[src/rtl/rf_wb_scheduler_if.sv]
// Bundle of issue, writeback and register-file write signals around the scheduler.
// The master side drives requests; the slave side is the scheduler itself.
interface rf_wb_scheduler_if #(
    parameter int XLEN     = 32,
    parameter int NUM_REGS = 32
);
    logic                iss_valid;
    logic [4:0]          iss_rs1;
    logic [4:0]          iss_rs2;
    logic                iss_use_rs1;
    logic                iss_use_rs2;
    logic                iss_wen;
    logic [4:0]          iss_rd;
    logic                iss_ready;

    logic                wb0_valid;
    logic [4:0]          wb0_rd;
    logic [XLEN-1:0]     wb0_data;
    logic                wb0_ready;

    logic                wb1_valid;
    logic [4:0]          wb1_rd;
    logic [XLEN-1:0]     wb1_data;
    logic                wb1_ready;

    logic                rf_we;
    logic [4:0]          rf_rd;
    logic [XLEN-1:0]     rf_din;
    logic [NUM_REGS-1:0] busy_vec;
    logic                sb_err;

    modport master (
        output iss_valid, iss_rs1, iss_rs2, iss_use_rs1, iss_use_rs2, iss_wen, iss_rd,
        input  iss_ready,
        output wb0_valid, wb0_rd, wb0_data,
        input  wb0_ready,
        output wb1_valid, wb1_rd, wb1_data,
        input  wb1_ready,
        input  rf_we, rf_rd, rf_din, busy_vec, sb_err
    );

    modport slave (
        input  iss_valid, iss_rs1, iss_rs2, iss_use_rs1, iss_use_rs2, iss_wen, iss_rd,
        output iss_ready,
        input  wb0_valid, wb0_rd, wb0_data,
        output wb0_ready,
        input  wb1_valid, wb1_rd, wb1_data,
        output wb1_ready,
        output rf_we, rf_rd, rf_din, busy_vec, sb_err
    );
endinterface

[src/rtl/rf_wb_scheduler.sv]
// Issue scoreboard (per-register pending-write counters, RAW/overflow stall) and
// round-robin arbiter sharing the single register-file write port between two sources.
module rf_wb_scheduler #(
    parameter int NUM_REGS    = 32,
    parameter int XLEN        = 32,
    parameter int MAX_PENDING = 3
) (
    input logic              clk,
    input logic              reset,
    rf_wb_scheduler_if.slave bus_io
);
    localparam int CW = $clog2(MAX_PENDING + 1);
    localparam logic [CW-1:0] CntMax = CW'(MAX_PENDING);

    logic [CW-1:0]       pendCnt_q [NUM_REGS];
    logic [CW-1:0]       pendCnt_d [NUM_REGS];
    logic                prio_q;
    logic                prio_d;
    logic                sbErr_q;
    logic                sbErr_d;

    logic                stall;
    logic                issAccept;
    logic                grant0;
    logic                grant1;
    logic                grantAny;
    logic [4:0]          grantRd;
    logic [XLEN-1:0]     grantData;
    logic [NUM_REGS-1:0] incHit;
    logic [NUM_REGS-1:0] decHit;
    logic [NUM_REGS-1:0] busyVec;

    // Stall looks only at current counts, so a same-cycle retirement never unblocks issue.
    always_comb begin
        stall = 1'b0;
        if (bus_io.iss_use_rs1 && bus_io.iss_rs1 != 5'd0 && pendCnt_q[bus_io.iss_rs1] != '0)
            stall = 1'b1;
        if (bus_io.iss_use_rs2 && bus_io.iss_rs2 != 5'd0 && pendCnt_q[bus_io.iss_rs2] != '0)
            stall = 1'b1;
        if (bus_io.iss_wen && bus_io.iss_rd != 5'd0 && pendCnt_q[bus_io.iss_rd] == CntMax)
            stall = 1'b1;
    end

    assign bus_io.iss_ready = !reset && !stall;
    assign issAccept        = bus_io.iss_valid && bus_io.iss_ready;

    // Contested cycles serve the favoured source and hand priority to the loser.
    always_comb begin
        grant0 = 1'b0;
        grant1 = 1'b0;
        prio_d = prio_q;
        if (!reset) begin
            if (bus_io.wb0_valid && bus_io.wb1_valid) begin
                grant0 = !prio_q;
                grant1 = prio_q;
                prio_d = !prio_q;
            end else begin
                grant0 = bus_io.wb0_valid;
                grant1 = bus_io.wb1_valid;
            end
        end
        grantAny  = grant0 || grant1;
        grantRd   = grant0 ? bus_io.wb0_rd   : (grant1 ? bus_io.wb1_rd   : 5'd0);
        grantData = grant0 ? bus_io.wb0_data : (grant1 ? bus_io.wb1_data : '0);
    end

    assign bus_io.wb0_ready = grant0;
    assign bus_io.wb1_ready = grant1;
    assign bus_io.rf_we     = grantAny && grantRd != 5'd0;
    assign bus_io.rf_rd     = grantRd;
    assign bus_io.rf_din    = grantData;
    assign bus_io.sb_err    = sbErr_q;

    always_comb begin
        incHit  = '0;
        decHit  = '0;
        busyVec = '0;
        sbErr_d = sbErr_q;
        for (int i = 0; i < NUM_REGS; i++) begin
            pendCnt_d[i] = pendCnt_q[i];
            busyVec[i]   = !reset && pendCnt_q[i] != '0;
            if (i != 0) begin
                incHit[i] = issAccept && bus_io.iss_wen && bus_io.iss_rd == 5'(i);
                decHit[i] = grantAny && grantRd == 5'(i) && pendCnt_q[i] != '0;
                if (incHit[i] && !decHit[i])
                    pendCnt_d[i] = pendCnt_q[i] + CW'(1);
                else if (decHit[i] && !incHit[i])
                    pendCnt_d[i] = pendCnt_q[i] - CW'(1);
            end
        end
        // A retirement with nothing outstanding is a pipeline bug; count saturates at zero.
        if (grantAny && grantRd != 5'd0 && pendCnt_q[grantRd] == '0)
            sbErr_d = 1'b1;
    end

    assign bus_io.busy_vec = busyVec;

    always_ff @(posedge clk) begin
        if (reset) begin
            for (int i = 0; i < NUM_REGS; i++) begin
                pendCnt_q[i] <= '0;
            end
            prio_q  <= 1'b0;
            sbErr_q <= 1'b0;
        end else begin
            pendCnt_q <= pendCnt_d;
            prio_q    <= prio_d;
            sbErr_q   <= sbErr_d;
        end
    end
endmodule

[src/flat_wrapper.sv]
// flat-port wrapper written by rule: the top's interface ports become plain ports
module rf_wb_scheduler_flat 
#(
    parameter int NUM_REGS    = 32,
    parameter int XLEN        = 32,
    parameter int MAX_PENDING = 3
)
  (clk, reset, bus_io_iss_valid, bus_io_iss_rs1, bus_io_iss_rs2, bus_io_iss_use_rs1, bus_io_iss_use_rs2, bus_io_iss_wen, bus_io_iss_rd, bus_io_iss_ready, bus_io_wb0_valid, bus_io_wb0_rd, bus_io_wb0_data, bus_io_wb0_ready, bus_io_wb1_valid, bus_io_wb1_rd, bus_io_wb1_data, bus_io_wb1_ready, bus_io_rf_we, bus_io_rf_rd, bus_io_rf_din, bus_io_busy_vec, bus_io_sb_err);
  rf_wb_scheduler_if #(.XLEN(XLEN), .NUM_REGS(NUM_REGS)) bus_io_i ();
  input logic clk;
  input logic reset;
  input wire logic [$bits(bus_io_i.iss_valid)-1:0] bus_io_iss_valid;
  input wire logic [$bits(bus_io_i.iss_rs1)-1:0] bus_io_iss_rs1;
  input wire logic [$bits(bus_io_i.iss_rs2)-1:0] bus_io_iss_rs2;
  input wire logic [$bits(bus_io_i.iss_use_rs1)-1:0] bus_io_iss_use_rs1;
  input wire logic [$bits(bus_io_i.iss_use_rs2)-1:0] bus_io_iss_use_rs2;
  input wire logic [$bits(bus_io_i.iss_wen)-1:0] bus_io_iss_wen;
  input wire logic [$bits(bus_io_i.iss_rd)-1:0] bus_io_iss_rd;
  output wire logic [$bits(bus_io_i.iss_ready)-1:0] bus_io_iss_ready;
  input wire logic [$bits(bus_io_i.wb0_valid)-1:0] bus_io_wb0_valid;
  input wire logic [$bits(bus_io_i.wb0_rd)-1:0] bus_io_wb0_rd;
  input wire logic [$bits(bus_io_i.wb0_data)-1:0] bus_io_wb0_data;
  output wire logic [$bits(bus_io_i.wb0_ready)-1:0] bus_io_wb0_ready;
  input wire logic [$bits(bus_io_i.wb1_valid)-1:0] bus_io_wb1_valid;
  input wire logic [$bits(bus_io_i.wb1_rd)-1:0] bus_io_wb1_rd;
  input wire logic [$bits(bus_io_i.wb1_data)-1:0] bus_io_wb1_data;
  output wire logic [$bits(bus_io_i.wb1_ready)-1:0] bus_io_wb1_ready;
  output wire logic [$bits(bus_io_i.rf_we)-1:0] bus_io_rf_we;
  output wire logic [$bits(bus_io_i.rf_rd)-1:0] bus_io_rf_rd;
  output wire logic [$bits(bus_io_i.rf_din)-1:0] bus_io_rf_din;
  output wire logic [$bits(bus_io_i.busy_vec)-1:0] bus_io_busy_vec;
  output wire logic [$bits(bus_io_i.sb_err)-1:0] bus_io_sb_err;
  assign bus_io_i.iss_valid = bus_io_iss_valid;
  assign bus_io_i.iss_rs1 = bus_io_iss_rs1;
  assign bus_io_i.iss_rs2 = bus_io_iss_rs2;
  assign bus_io_i.iss_use_rs1 = bus_io_iss_use_rs1;
  assign bus_io_i.iss_use_rs2 = bus_io_iss_use_rs2;
  assign bus_io_i.iss_wen = bus_io_iss_wen;
  assign bus_io_i.iss_rd = bus_io_iss_rd;
  assign bus_io_iss_ready = bus_io_i.iss_ready;
  assign bus_io_i.wb0_valid = bus_io_wb0_valid;
  assign bus_io_i.wb0_rd = bus_io_wb0_rd;
  assign bus_io_i.wb0_data = bus_io_wb0_data;
  assign bus_io_wb0_ready = bus_io_i.wb0_ready;
  assign bus_io_i.wb1_valid = bus_io_wb1_valid;
  assign bus_io_i.wb1_rd = bus_io_wb1_rd;
  assign bus_io_i.wb1_data = bus_io_wb1_data;
  assign bus_io_wb1_ready = bus_io_i.wb1_ready;
  assign bus_io_rf_we = bus_io_i.rf_we;
  assign bus_io_rf_rd = bus_io_i.rf_rd;
  assign bus_io_rf_din = bus_io_i.rf_din;
  assign bus_io_busy_vec = bus_io_i.busy_vec;
  assign bus_io_sb_err = bus_io_i.sb_err;
  rf_wb_scheduler #(.NUM_REGS(NUM_REGS), .XLEN(XLEN), .MAX_PENDING(MAX_PENDING)) u_core (.clk(clk), .reset(reset), .bus_io(bus_io_i));
endmodule
[config.mk]
export PLATFORM = sky130hd
export DESIGN_NAME = rf_wb_scheduler_flat
export DESIGN_NICKNAME = d
export VERILOG_FILES = /design/src/rtl/rf_wb_scheduler_if.sv /design/src/rtl/rf_wb_scheduler.sv /design/src/flat_wrapper.sv
export SDC_FILE = /design/constraint.sdc
export NUM_CORES = 1
export LEC_CHECK = 0
export ABC_AREA = 1
export ABC_CLOCK_PERIOD_IN_PS = 4900
export BUFFER_PORTS_ARGS = -buffer_cell sky130_fd_sc_hd__buf_2
export CORE_UTILIZATION = 58
export CTS_CLUSTER_DIAMETER = 50
export DETAILED_ROUTE_END_ITERATION = 10
export HOLD_SLACK_MARGIN = 0.15
export PLACE_DENSITY = 0.91
export SYNTH_ARGS = -nofsm -noshare
export SYNTH_HDL_FRONTEND = slang
export SYNTH_SLANG_ARGS = --single-unit
[constraint.sdc]
create_clock -name clk -period 4.9 [get_ports clk]
set_input_delay 0.735 -clock clk [delete_from_list [all_inputs] [get_ports clk]]
set_output_delay 0.735 -clock clk [all_outputs]
set_load 0.005 [all_outputs]
* After elaboration in Yosys (flattened, before gate mapping) *
Cells that the tools add are included.

operators by class
  add/subtract/negate cells = 62
  $lt $le $gt $ge = 4
  eq/ne operators = 63
  muxes and demuxes = 85
  bitwise gates (word level) = 4
  reductions and logical operators = 333

operators by type and width
  cell                   number
  $logic_and A1 B1 Y1    198
  $eq A5 B5 Y1 const B   32
  $mux W2                70
  $reduce_bool A2 Y1     64
  $eq A5 B4 Y1 const B   16
  $logic_not A1 Y1       65
  $mux W32               2
  $add A2 B1 Y2 const B  31
  $sub A2 B1 Y2 const B  31
  $bmux W2 S5            4
  $eq A5 B3 Y1 const B   8
  $ge A6 B6 Y1 const B   4
  $not A5 Y6             4
  $eq A5 B2 Y1 const B   4
  $reduce_bool A5 Y1     4
  $eq A5 B1 Y1 const B   2
  $mux W5                2
  $mux W1                7
  $eq A2 B2 Y1 const B   1
  $logic_not A2 Y1       1
  $logic_or A1 B1 Y1     1

word-level totals
  register bits after elaboration = 64
  bits of input ports = 97
  output and inout bits = 74
  logic and storage cells = 584

* Logic depth before layout (Yosys ltp) *
Gate-level depths: netlist (run 1).

  word-level depth = 18
  mapped depth = 21
  gate-level depth less buffers = 20

* Worst setup path before layout (run 1) *
Ideal clock, no wire load.

  path kind = input-to-reg
  start = input bus_io_iss_rs2[1]
  end = register u_core.pendCnt_q[41] in the netlist's numbering
  library setup time = 0.122 ns
  data arrival time = 2.830 ns
  required time = 4.778 ns
  path slack = 1.948 ns
  stages = 19
  path buffers = 3
  path through = buf_2 -> inv_1 -> buf_2 -> a21oi_1 -> o21ai_0 -> nand2_1 -> nand3_1 -> nand3_1 -> nand3_1 -> nand3_1 -> nor2_2 -> nand3_2 -> buf_2 -> nor2_1 -> ha_1 -> a21oi_1 -> o21ai_0 -> o21ai_0 -> a21oi_1

between the ends
  longest elaborated chain between the ends = 16
  elaborated cells between the ends (all ways) = 20
  those cells by class = mux: 6; bitwise: 1; reduce/logical: 13

ends and longest elaborated chain
  element                                      RTL line                source
  from (decl)                                  flat_wrapper.sv:14      input wire logic [$bits(bus_io_i.iss_rs2)-1:0] bus_io_iss_rs2;
  $not A5 Y6 (not written as such)             rf_wb_scheduler.sv:38   if (bus_io.iss_use_rs2 && bus_io.iss_rs2 != 5'd0 && pendCnt_q[bus_io.iss_rs2] != '0)
  $bmux W2 S5                                  rf_wb_scheduler.sv:38
  $mux W2 (not written as such) (2 in series)  rf_wb_scheduler.sv:38
  $reduce_bool A2 Y1                           rf_wb_scheduler.sv:38
  $logic_and A1 B1 Y1 *                        rf_wb_scheduler.sv:38
  $mux W1 *                                    rf_wb_scheduler.sv:38
  $mux W1 *                                    rf_wb_scheduler.sv:40   if (bus_io.iss_wen && bus_io.iss_rd != 5'd0 && pendCnt_q[bus_io.iss_rd] == CntMax)
  $logic_not A1 Y1 *                           rf_wb_scheduler.sv:44   assign bus_io.iss_ready = !reset && !stall;
  $logic_and A1 B1 Y1 *                        rf_wb_scheduler.sv:44
  via bus_io_iss_ready                         flat_wrapper.sv:19      output wire logic [$bits(bus_io_i.iss_ready)-1:0] bus_io_iss_ready;
  $logic_and A1 B1 Y1 *                        rf_wb_scheduler.sv:45   assign issAccept = bus_io.iss_valid && bus_io.iss_ready;
  $logic_and A1 B1 Y1 * (2 in series)          rf_wb_scheduler.sv:83   incHit[i] = issAccept && bus_io.iss_wen && bus_io.iss_rd == 5'(i);
  $logic_not A1 Y1                             rf_wb_scheduler.sv:87   else if (decHit[i] && !incHit[i])
  $logic_and A1 B1 Y1                          rf_wb_scheduler.sv:87
  $reduce_bool A2 Y1 (no line)                 -
  to (signal assigned)                         rf_wb_scheduler.sv:106  pendCnt_q <= pendCnt_d;
  to (decl)                                    rf_wb_scheduler.sv:15   logic [CW-1:0] pendCnt_q [NUM_REGS];

Mark *: on every way through the listed nets, which the timed path passes. The rest lies on a longest branch. The select of a mux whose other input is x is not followed.
A chain may end at the register's enable or synchronous reset.

* Worst setup path in the final report (run 1) *
  start = input reset
  end = output bus_io_rf_we

between the ends
  longest elaborated chain between the ends = 5
  elaborated cells between the ends (all ways) = 7
  those cells by class = mux: 4; reduce/logical: 3

ends and longest elaborated chain
  element                RTL line               source
  from (decl)            flat_wrapper.sv:11     input logic reset;
  $mux W1                rf_wb_scheduler.sv:52  if (!reset) begin
  $mux W5 (2 in series)  rf_wb_scheduler.sv:63  grantRd = grant0 ? bus_io.wb0_rd : (grant1 ? bus_io.wb1_rd : 5'd0);
  $reduce_bool A5 Y1     rf_wb_scheduler.sv:69  assign bus_io.rf_we = grantAny && grantRd != 5'd0;
  $logic_and A1 B1 Y1 *  rf_wb_scheduler.sv:69
  to (decl)              flat_wrapper.sv:28     output wire logic [$bits(bus_io_i.rf_we)-1:0] bus_io_rf_we;

Every way passes the cells marked *; elsewhere a longest branch is shown, timed or not.

==> flow_summary.ini, run 1 <==
[synthesis]
yosys-top-cells-count = nand2_1, nor2_1, inv_1
synthArstFlopShare = 0
syn_area_um2 = 5870
yosysMostFrequentCell = nand2_1
synth_cell_types = 29
netlist_top_cells_area = dfxtp_1, nand2_1, nor2_1
ys_warn_count = 0
avgSynthCellArea_um2 = 5.88
syn-num-nets = 1126
synth-edff-count = 0
yosysTopAreaCellShare = 0.218
synthFlopType = dfxtp_1
synth_top_area_cell = dfxtp_1
synth_cells = 998
ys_seq_area_frac = 0.218
ys_ff_latch = 64

[sta]
tns_ns = 0
worst_pin_slew_ns = 0.896
slew_headroom = 0.402
fin_crit_ns = 3.80
fmax_mhz = 263
rsz0062_at_grt = no
finalSetupViolations = 0
hold_viol_final = 0
fin_ws_ns = 1.10
finClkSkew_ns = 0.00991
drv_slew = 0
post-route-period-util = 0.775

[setup_path]
start_kind = primary input
rrSetupSlack_ns = 1.45
reg2reg_from = u_core.pendCnt_q[8]
worstRegToRegCells = 18
path_buf_inv = 6
cp.required_ns = 4.16
slowest_delay_ns = 0.57
cp-end-kind = output pin
path_class = primary input to output pin
worst_path_dominant_cell_family = buffers and inverters
cp.arrival_ns = 3.06
cp_slowest_cell = inv_1
path_max_fanout = 34
rr_endpoint = u_core.pendCnt_q[5]
cp_cell_sequence = buf_2, inv_1, nand3_1, clkinv_1, buf_4, nand2_1, nand2_1, inv_1, nand3_1, buf_2

[power_and_ir_drop]
fin_total_pwr_mw = 1.32
p_int_uw = 909
switching_power_uw = 407
p_sw_frac = 0.309
p_comb_frac = 0.206
pwr-share-seq = 0.399
power_density_nw_per_um2 = 188
p_leak_nw = 3.40
power_frac_clock = 0.394
vdd_ir_drop_max_uv = 162

[global_route]
grt_pass1_wl_um = 34400
antenna_found_initial = 2
grt_usage = 0.432
grt-ovfl-total = 0
grt_max_degree = 46
first_global_vias = 6663

[floorplan]
die_w_um = 103
dieHeight_um = 103
core_um2 = 9770
rows = 36
io_pins = 171
dieArea_um2 = 10500
start_util = 0.600

[place]
port_buffers = 169
dp_cells = 1274
place.gp.congestion = 1.04
place_ws_ns = 1.11
place_hpwl_um = 17400

[cells_and_area]
syn2layout_area_growth_pct = 19.2
layout-drive-gt1-share = 0.176
fillers = 923
finalNetCount = 1280
instances_no_fill = 1289

[detailed_routing]
drt_pass1_iterations = 6
vias_per_cell = 6.01
drc = 0
num_vias = 7743
wirelength_um = 23100
routedWlPerCell_um = 18.0
postRouteAntennaNets = 0
drt_iter0_markers = 945

[clock_network]
max-clock-path-buffers = 2
clk_pin_slew_ns = 0.07
htree_levels = 3
cts_resized = 0
cts_made_buffers = 9
tritoncts = built
hold_buffers = 0
cts_sinks = 64
root_buffer = clkbuf_8
clk_latency_ns = 0.35
post_cts_buffers = 0

[min_path]
hold_start = u_core.bus_io.sb_err
whs_path_depth = 2
min_path_type = flop to flop
hold-path-endpoint = u_core.bus_io.sb_err

[run_status]
status = complete, no violations

[run]
maxCapViolCount = 0
==> state kept, by name (all words and copies together) (netlist names) <==
register,cells
u_core.bus_io.sb_err,1
u_core.prio_q,1
u_core.pendCnt_q,62
==> cells in the final DEF, fill, tap and decap left out, drive strengths merged <==
cell,count
nand3,75
bufinv,2
clkinv,4
a22o,32
xor2,26
ha,31
nor2,155
or2,1
nand2,215
o2111ai,3
a21oi,98
o21a,1
o21ai,107
dfxtp,64
diode,1
o22ai,19
a22oi,1
o21bai,1
clkbuf,10
conb,1
buf,178
inv,119
o211ai,3
nand4,9
==> worst register-to-register path: stages, from the launching register on <==
cell	delay (ns)
dfxtp_1	0.35
nor2_1	0.60
nor2_1	0.08
a21oi_1	0.14
nand2_1	0.06
nand2_1	0.05
nand3_1	0.06
nand2_1	0.06
nand3_1	0.06
nand3_1	0.07
nand3_1	0.15
nor2_2	0.21
nand3_2	0.39
nor2_1	0.28
ha_1	0.29
a21oi_1	0.12
o21ai_0	0.12
o21ai_0	0.19
a21oi_1	0.06
==> metrics by stage <==
step | hold slack [ns] | instance area, µm² | utilization
6_report | 0.469 | 7000 | 0.716
3_5_place_dp | 0.453 | 6790 | 0.694
2_1_floorplan | 0.447 | 5870 | -
3_3_place_gp | 0.438 | 6790 | 0.694
5_1_grt | 0.500 | 7000 | 0.716
4_1_cts | 0.465 | 6990 | 0.715
==> power by group through the flow <==
stage	sequential (mW)	combinational (mW)	clock [mW]
2_1_floorplan	0.537	0.139	0
3_3_place_gp	0.537	0.256	0
3_5_place_dp	0.537	0.257	0
4_1_cts	0.525	0.258	0.518
5_1_grt	0.525	0.291	0.537
6_report	0.525	0.272	0.519
==> layout make-up <==
cell class | count | area (µm²) | share of cell area
antenna | 1 | 2.50 | 0.000358
clock buffer | 10 | 138 | 0.0197
clock inverter | 4 | 70.1 | 0.0100
inverter | 121 | 454 | 0.0649
multi-input combinational | 778 | 3970 | 0.568
sequential | 64 | 1280 | 0.183
tap | 133 | 166 | 0.0238
timing repair buffer | 178 | 913 | 0.131
==> logic make-up after synthesis <==
logic type | count (synthesis) | share of synthesized area
AO/OA/AOI/OAI | 265 | 0.255
XOR/XNOR | 26 | 0.0388
adder cells (fa/ha/maj) | 31 | 0.0661
buffers and inverters | 156 | 0.106
flip-flops | 64 | 0.218
other | 1 | 0.000639
AND/OR/NAND/NOR | 455 | 0.315
==> layer usage <==
metal / wire (µm) / global-route usage
met1: 8790 / 0.560
met2: 9770 / 0.631
met3: 3160 / 0.126
met4: 1340 / 0.248
met5: 89 / 0.0577
==> worst max-delay path by stage <==
stage	from	end	slack, ns	cells past startpoint
6_report	reset	bus_io_rf_we	1.10	10
5_1_grt	reset	bus_io_rf_we	0.99	10
4_1_cts	reset	bus_io_rf_we	1.27	10
3_5_place_dp	bus_io_iss_rd[0]	u_core.pendCnt_q[55]	1.11	21
3_3_place_gp	bus_io_iss_rd[0]	u_core.pendCnt_q[17]	1.12	21
2_1_floorplan	bus_io_iss_rs2[1]	u_core.pendCnt_q[41]	1.95	19
No activity file was read; power rests on OpenSTA's default activity.
==> run 2: changes to the inputs <==
ABC_CLOCK_PERIOD_IN_PS = 3900   (was 4900)
CORE_UTILIZATION = 54   (was 58)
PLACE_DENSITY = 0.86   (was 0.91)
clock period = 3.9 ns   (was 4.9 ns; I/O delays follow)
==> flow_summary.ini, run 2 (synthesized netlist as in run 1, its figures left out) <==
[sta]
finalSetupViolations = 0
hold_viol_final = 0
fmax_mhz = 300
rsz0062_at_grt = no
fin_crit_ns = 3.33
finClkSkew_ns = 0.00738
slew_headroom = 0.546
worst_pin_slew_ns = 0.681
post-route-period-util = 0.854
drv_slew = 0
fin_ws_ns = 0.568
tns_ns = 0

[floorplan]
core_um2 = 10400
start_util = 0.563
io_pins = 171
dieArea_um2 = 11300
rows = 37
die_w_um = 106
dieHeight_um = 106

[min_path]
hold_start = u_core.bus_io.sb_err
min_path_type = flop to flop
hold-path-endpoint = u_core.bus_io.sb_err
whs_path_depth = 2

[clock_network]
cts_sinks = 64
cts_made_buffers = 9
clk_latency_ns = 0.35
max-clock-path-buffers = 2
clk_pin_slew_ns = 0.08
hold_buffers = 0
post_cts_buffers = 0
cts_resized = 0
htree_levels = 3
root_buffer = clkbuf_8
tritoncts = built

[setup_path]
reg2reg_from = u_core.pendCnt_q[24]
slowest_delay_ns = 0.42
cp-end-kind = flop
start_kind = flop
cp_cell_sequence = nor2_1, nor2_1, a21oi_1, nand2_1, nand2_1, nand2_1, nor2_1, nand2_1, nand3_1, nand3_1, nor2_2, nand3_2, nor2_1, ha_1, a21oi_1, o21ai_0, o21ai_0, a21oi_1
path_max_fanout = 15
cp.required_ns = 4.13
rrSetupSlack_ns = 0.57
cp.arrival_ns = 3.57
cp_slowest_cell = nor2_1
worstRegToRegCells = 18
path_class = flop to flop
rr_endpoint = u_core.pendCnt_q[51]

[cells_and_area]
antenna_cells = 0
fillers = 1008
final_area_um2 = 7050
largest_reg_flops = 62
layout_commonest_cell = nand2_1
layout-drive-gt1-share = 0.180
final_util = 0.677
layout_common_cells = nand2_1, buf_2, nor2_1
largest-register = u_core.pendCnt_q
syn2layout_area_growth_pct = 20.1
finalNetCount = 1285

[detailed_routing]
routedWlPerCell_um = 17.8
wl_met3_um = 2840
postRouteAntennaNets = 0
highest_layer = met4
num_vias = 7677
met1_length_um = 9430
vias_per_cell = 5.91
drc = 0
wl_met2_um = 10100
drt_iter0_markers = 1115
wirelength_um = 23100
drt_pass1_iterations = 6

[run]
maxCapViolCount = 0

[power_and_ir_drop]
p_leak_nw = 3.42
vdd_ir_drop_max_uv = 223
fin_total_pwr_mw = 1.67
power_density_nw_per_um2 = 236

[run_status]
status = complete, no violations

[place]
place_ws_ns = 0.435
place_hpwl_um = 17600
dpl_cell_area_um2 = 6830
place.gp.congestion = 1.02
port_buffers = 169

[global_route]
grt_max_degree = 60
antenna_found_initial = 0
grt_pass1_wl_um = 36300
grt_usage = 0.411
first_global_vias = 6909
grt-ovfl-total = 0
run 2: worst max-delay path, delay by kind of cell (launching register included):
kind	cells	cell delay [ns]
simple gates	12	1.95
compound gates	5	0.62
fa+ha+maj	1	0.29
flops	1	0.35
run 2: metal layers:
layer | vias to the layer above | GRT usage
met3 | 76 | 0.0797
met2 | 554 | 0.625
met4 | 0 | 0.159
met1 | 3410 | 0.569
li1 | 3637 | -
met5 | - | 0
run 2: area by class of cell:
class	instances	area [µm²]	area share
multi-input cells	778	3970	0.563
flip-flops and latches	64	1280	0.182
repair buffers	183	951	0.135
inverters	121	454	0.0644
well taps	136	170	0.0241
clock buffers	11	141	0.0201
clock inverters	5	80.1	0.0114
run 2: power breakdown:
part / switching, mW / total, mW / leakage (nW) / internal (mW)
Clock: 0.286 / 0.663 / 0.106 / 0.377
Sequential: 0.00315 / 0.660 / 0.516 / 0.657
Combinational: 0.224 / 0.344 / 2.80 / 0.119
Total: 0.514 / 1.67 / 3.42 / 1.15
run 2: how the worst max path moves through the flow:
stage / startpoint / slack [ns] / end
finish: u_core.pendCnt_q[24] / 0.57 / u_core.pendCnt_q[51]
global route: bus_io_iss_rd[0] / 0.34 / u_core.pendCnt_q[5]
CTS: u_core.pendCnt_q[24] / 0.72 / u_core.pendCnt_q[29]
detailed placement: bus_io_iss_rd[0] / 0.43 / u_core.pendCnt_q[29]
global placement: bus_io_iss_rd[0] / 0.48 / u_core.pendCnt_q[39]
floorplan: bus_io_iss_rs2[1] / 1.10 / u_core.pendCnt_q[47]
run 2: stage by stage:
| stage | hold slack [ns] | instances |
|---|---|---|
| 2_1_floorplan | 0.447 | 998 |
| 3_3_place_gp | 0.445 | 1282 |
| 3_5_place_dp | 0.451 | 1282 |
| 4_1_cts | 0.462 | 1298 |
| 5_1_grt | 0.474 | 1298 |
| 6_report | 0.467 | 1298 |
==> run 3: changes to the inputs <==
CELL_PAD_IN_SITES_DETAIL_PLACEMENT = 1   (was unset)
CELL_PAD_IN_SITES_GLOBAL_PLACEMENT = 2   (was unset)
CORE_UTILIZATION = 27   (was 54)
==> flow_summary.ini, run 3 (synthesized netlist as in run 1, its figures left out) <==
[setup_path]
cp.required_ns = 4.12
path_common_cell = nand2_1
slowest_delay_ns = 0.36
worst_path_dominant_cell_family = simple AND/OR/NAND/NOR gates
path_max_fanout = 16
cp.arrival_ns = 3.52
cp_slowest_cell = nand3_2
cp-end-kind = flop
path_buf_inv = 3
path_class = primary input to flop
cp_cell_sequence = buf_2, inv_1, nand2_2, inv_1, nand2_1, o21ai_0, nor2_1, nand2_1, nand2_1, nand2_1, nand2_1, nor2_1, nor2_2, nand3_2, nor2_1, ha_1, a21oi_1, o21ai_0, o21ai_0, a21oi_1
start_kind = primary input

[global_route]
first_global_vias = 7099
busiest_layer = met2
grt_pass1_wl_um = 40000
grt_util_met3 = 0.0412
grt_usage = 0.237
grt_max_degree = 46
grt-ovfl-total = 0
antenna_found_initial = 0
grt.met2_usage = 0.394
use_met1 = 0.303

[detailed_routing]
drt_iter0_markers = 455
routedWlPerCell_um = 18.4
num_vias = 7476
postRouteAntennaNets = 0
drc = 0
drt_pass1_iterations = 5
vias_per_cell = 5.18
wirelength_um = 26500

[sta]
fmax_mhz = 303
tns_ns = 0
hold_viol_final = 0
slew_headroom = 0.610
fin_crit_ns = 3.30
finalSetupViolations = 0
drv_slew = 0
worst_pin_slew_ns = 0.583
rsz0062_at_grt = no
post-route-period-util = 0.846
finClkSkew_ns = 0.00925

[cells_and_area]
layout_common_cells = nand2_1, buf_2, nor2_1
syn2layout_area_growth_pct = 25.1
layout-drive-gt1-share = 0.184
final_util = 0.347
layout_commonest_cell = nand2_1
finalNetCount = 1290
antenna_cells = 0
fillers = 2872
largest-register = u_core.pendCnt_q
largest_reg_flops = 62

[clock_network]
cts_made_buffers = 9
root_buffer = clkbuf_16
clk_pin_slew_ns = 0.05
hold_buffers = 0
clk_latency_ns = 0.35
cts_resized = 0
cts_sinks = 64
post_cts_buffers = 0
htree_levels = 3
max-clock-path-buffers = 2
tritoncts = built

[floorplan]
dieHeight_um = 149
die_w_um = 149
core_um2 = 21200
io_pins = 171
rows = 53
start_util = 0.277
dieArea_um2 = 22300

[power_and_ir_drop]
p_leak_nw = 3.50
vdd_ir_drop_max_uv = 200
power_density_nw_per_um2 = 251

[place]
place.gp.congestion = 0.892
place_hpwl_um = 21200
port_buffers = 169

[min_path]
min_path_type = flop to flop

[run]
maxCapViolCount = 0

[run_status]
status = complete, no violations
run 3: changes by cell type in the layout (fill, tap and decap cells not counted), sizes merged:
cell      change
bufinv        -2
clkinvlp      -2
buf           +5
clkinv        +1
clkbuf        +3
run 3: stage by stage:
stage                     power (mW)  hold slack [ns]  cells  setup WS [ns]  instance area (µm²)
after CTS                       1.86            0.463   1442          0.602                 7340
after global placement          1.02            0.437   1426          0.308                 7040
after global routing            1.92            0.488   1442          0.246                 7340
after floorplan                0.849            0.447    998           1.10                 5870
final                           1.84            0.464   1442          0.599                 7340
after detailed placement        1.02            0.455   1426          0.256                 7040
run 3: routing by layer:
metal | vias to the layer above | routed length [µm] | part of all wire
met5 | - | 0 | 0
li1 | 3631 | - | -
met3 | 53 | 1820 | 0.068
met1 | 3521 | 11700 | 0.44
met2 | 271 | 12100 | 0.46
met4 | 0 | 913 | 0.034
run 3: worst min-delay path: cells and delay by family (launching register included):
kind	cells	cell delay [ns]
DFF	1	0.31
AOI/OAI and AO/OA	1	0.06
buffers and inverters	1	0.05
run 3: final timing paths:
kind	depth (start not counted)	slack [ns]	start	endpoint
setup / recovery	20	0.60	bus_io_iss_rd[0]	u_core.pendCnt_q[3]
hold / removal	2	0.46	u_core.bus_io.sb_err	u_core.bus_io.sb_err
setup reg to reg	18	0.65	u_core.pendCnt_q[26]	u_core.pendCnt_q[3]
hold reg to reg	2	0.46	u_core.bus_io.sb_err	u_core.bus_io.sb_err
run 3: final cells by class:
type,instances,area (µm²),area share
Clock buffer,14,294,0.0400
Tap cell,275,344,0.0469
Timing Repair Buffer,188,988,0.135
Clock inverter,2,10.0,0.00136
Inverter,121,454,0.0619
Sequential cell,64,1280,0.175
Multi-Input combinational cell,778,3970,0.541
run 3: power by group:
group          switching (mW)  internal, mW  total (mW)
clock network           0.316         0.515       0.831
logic                   0.228         0.124       0.351
registers             0.00298         0.658       0.661
total                   0.547          1.30        1.84
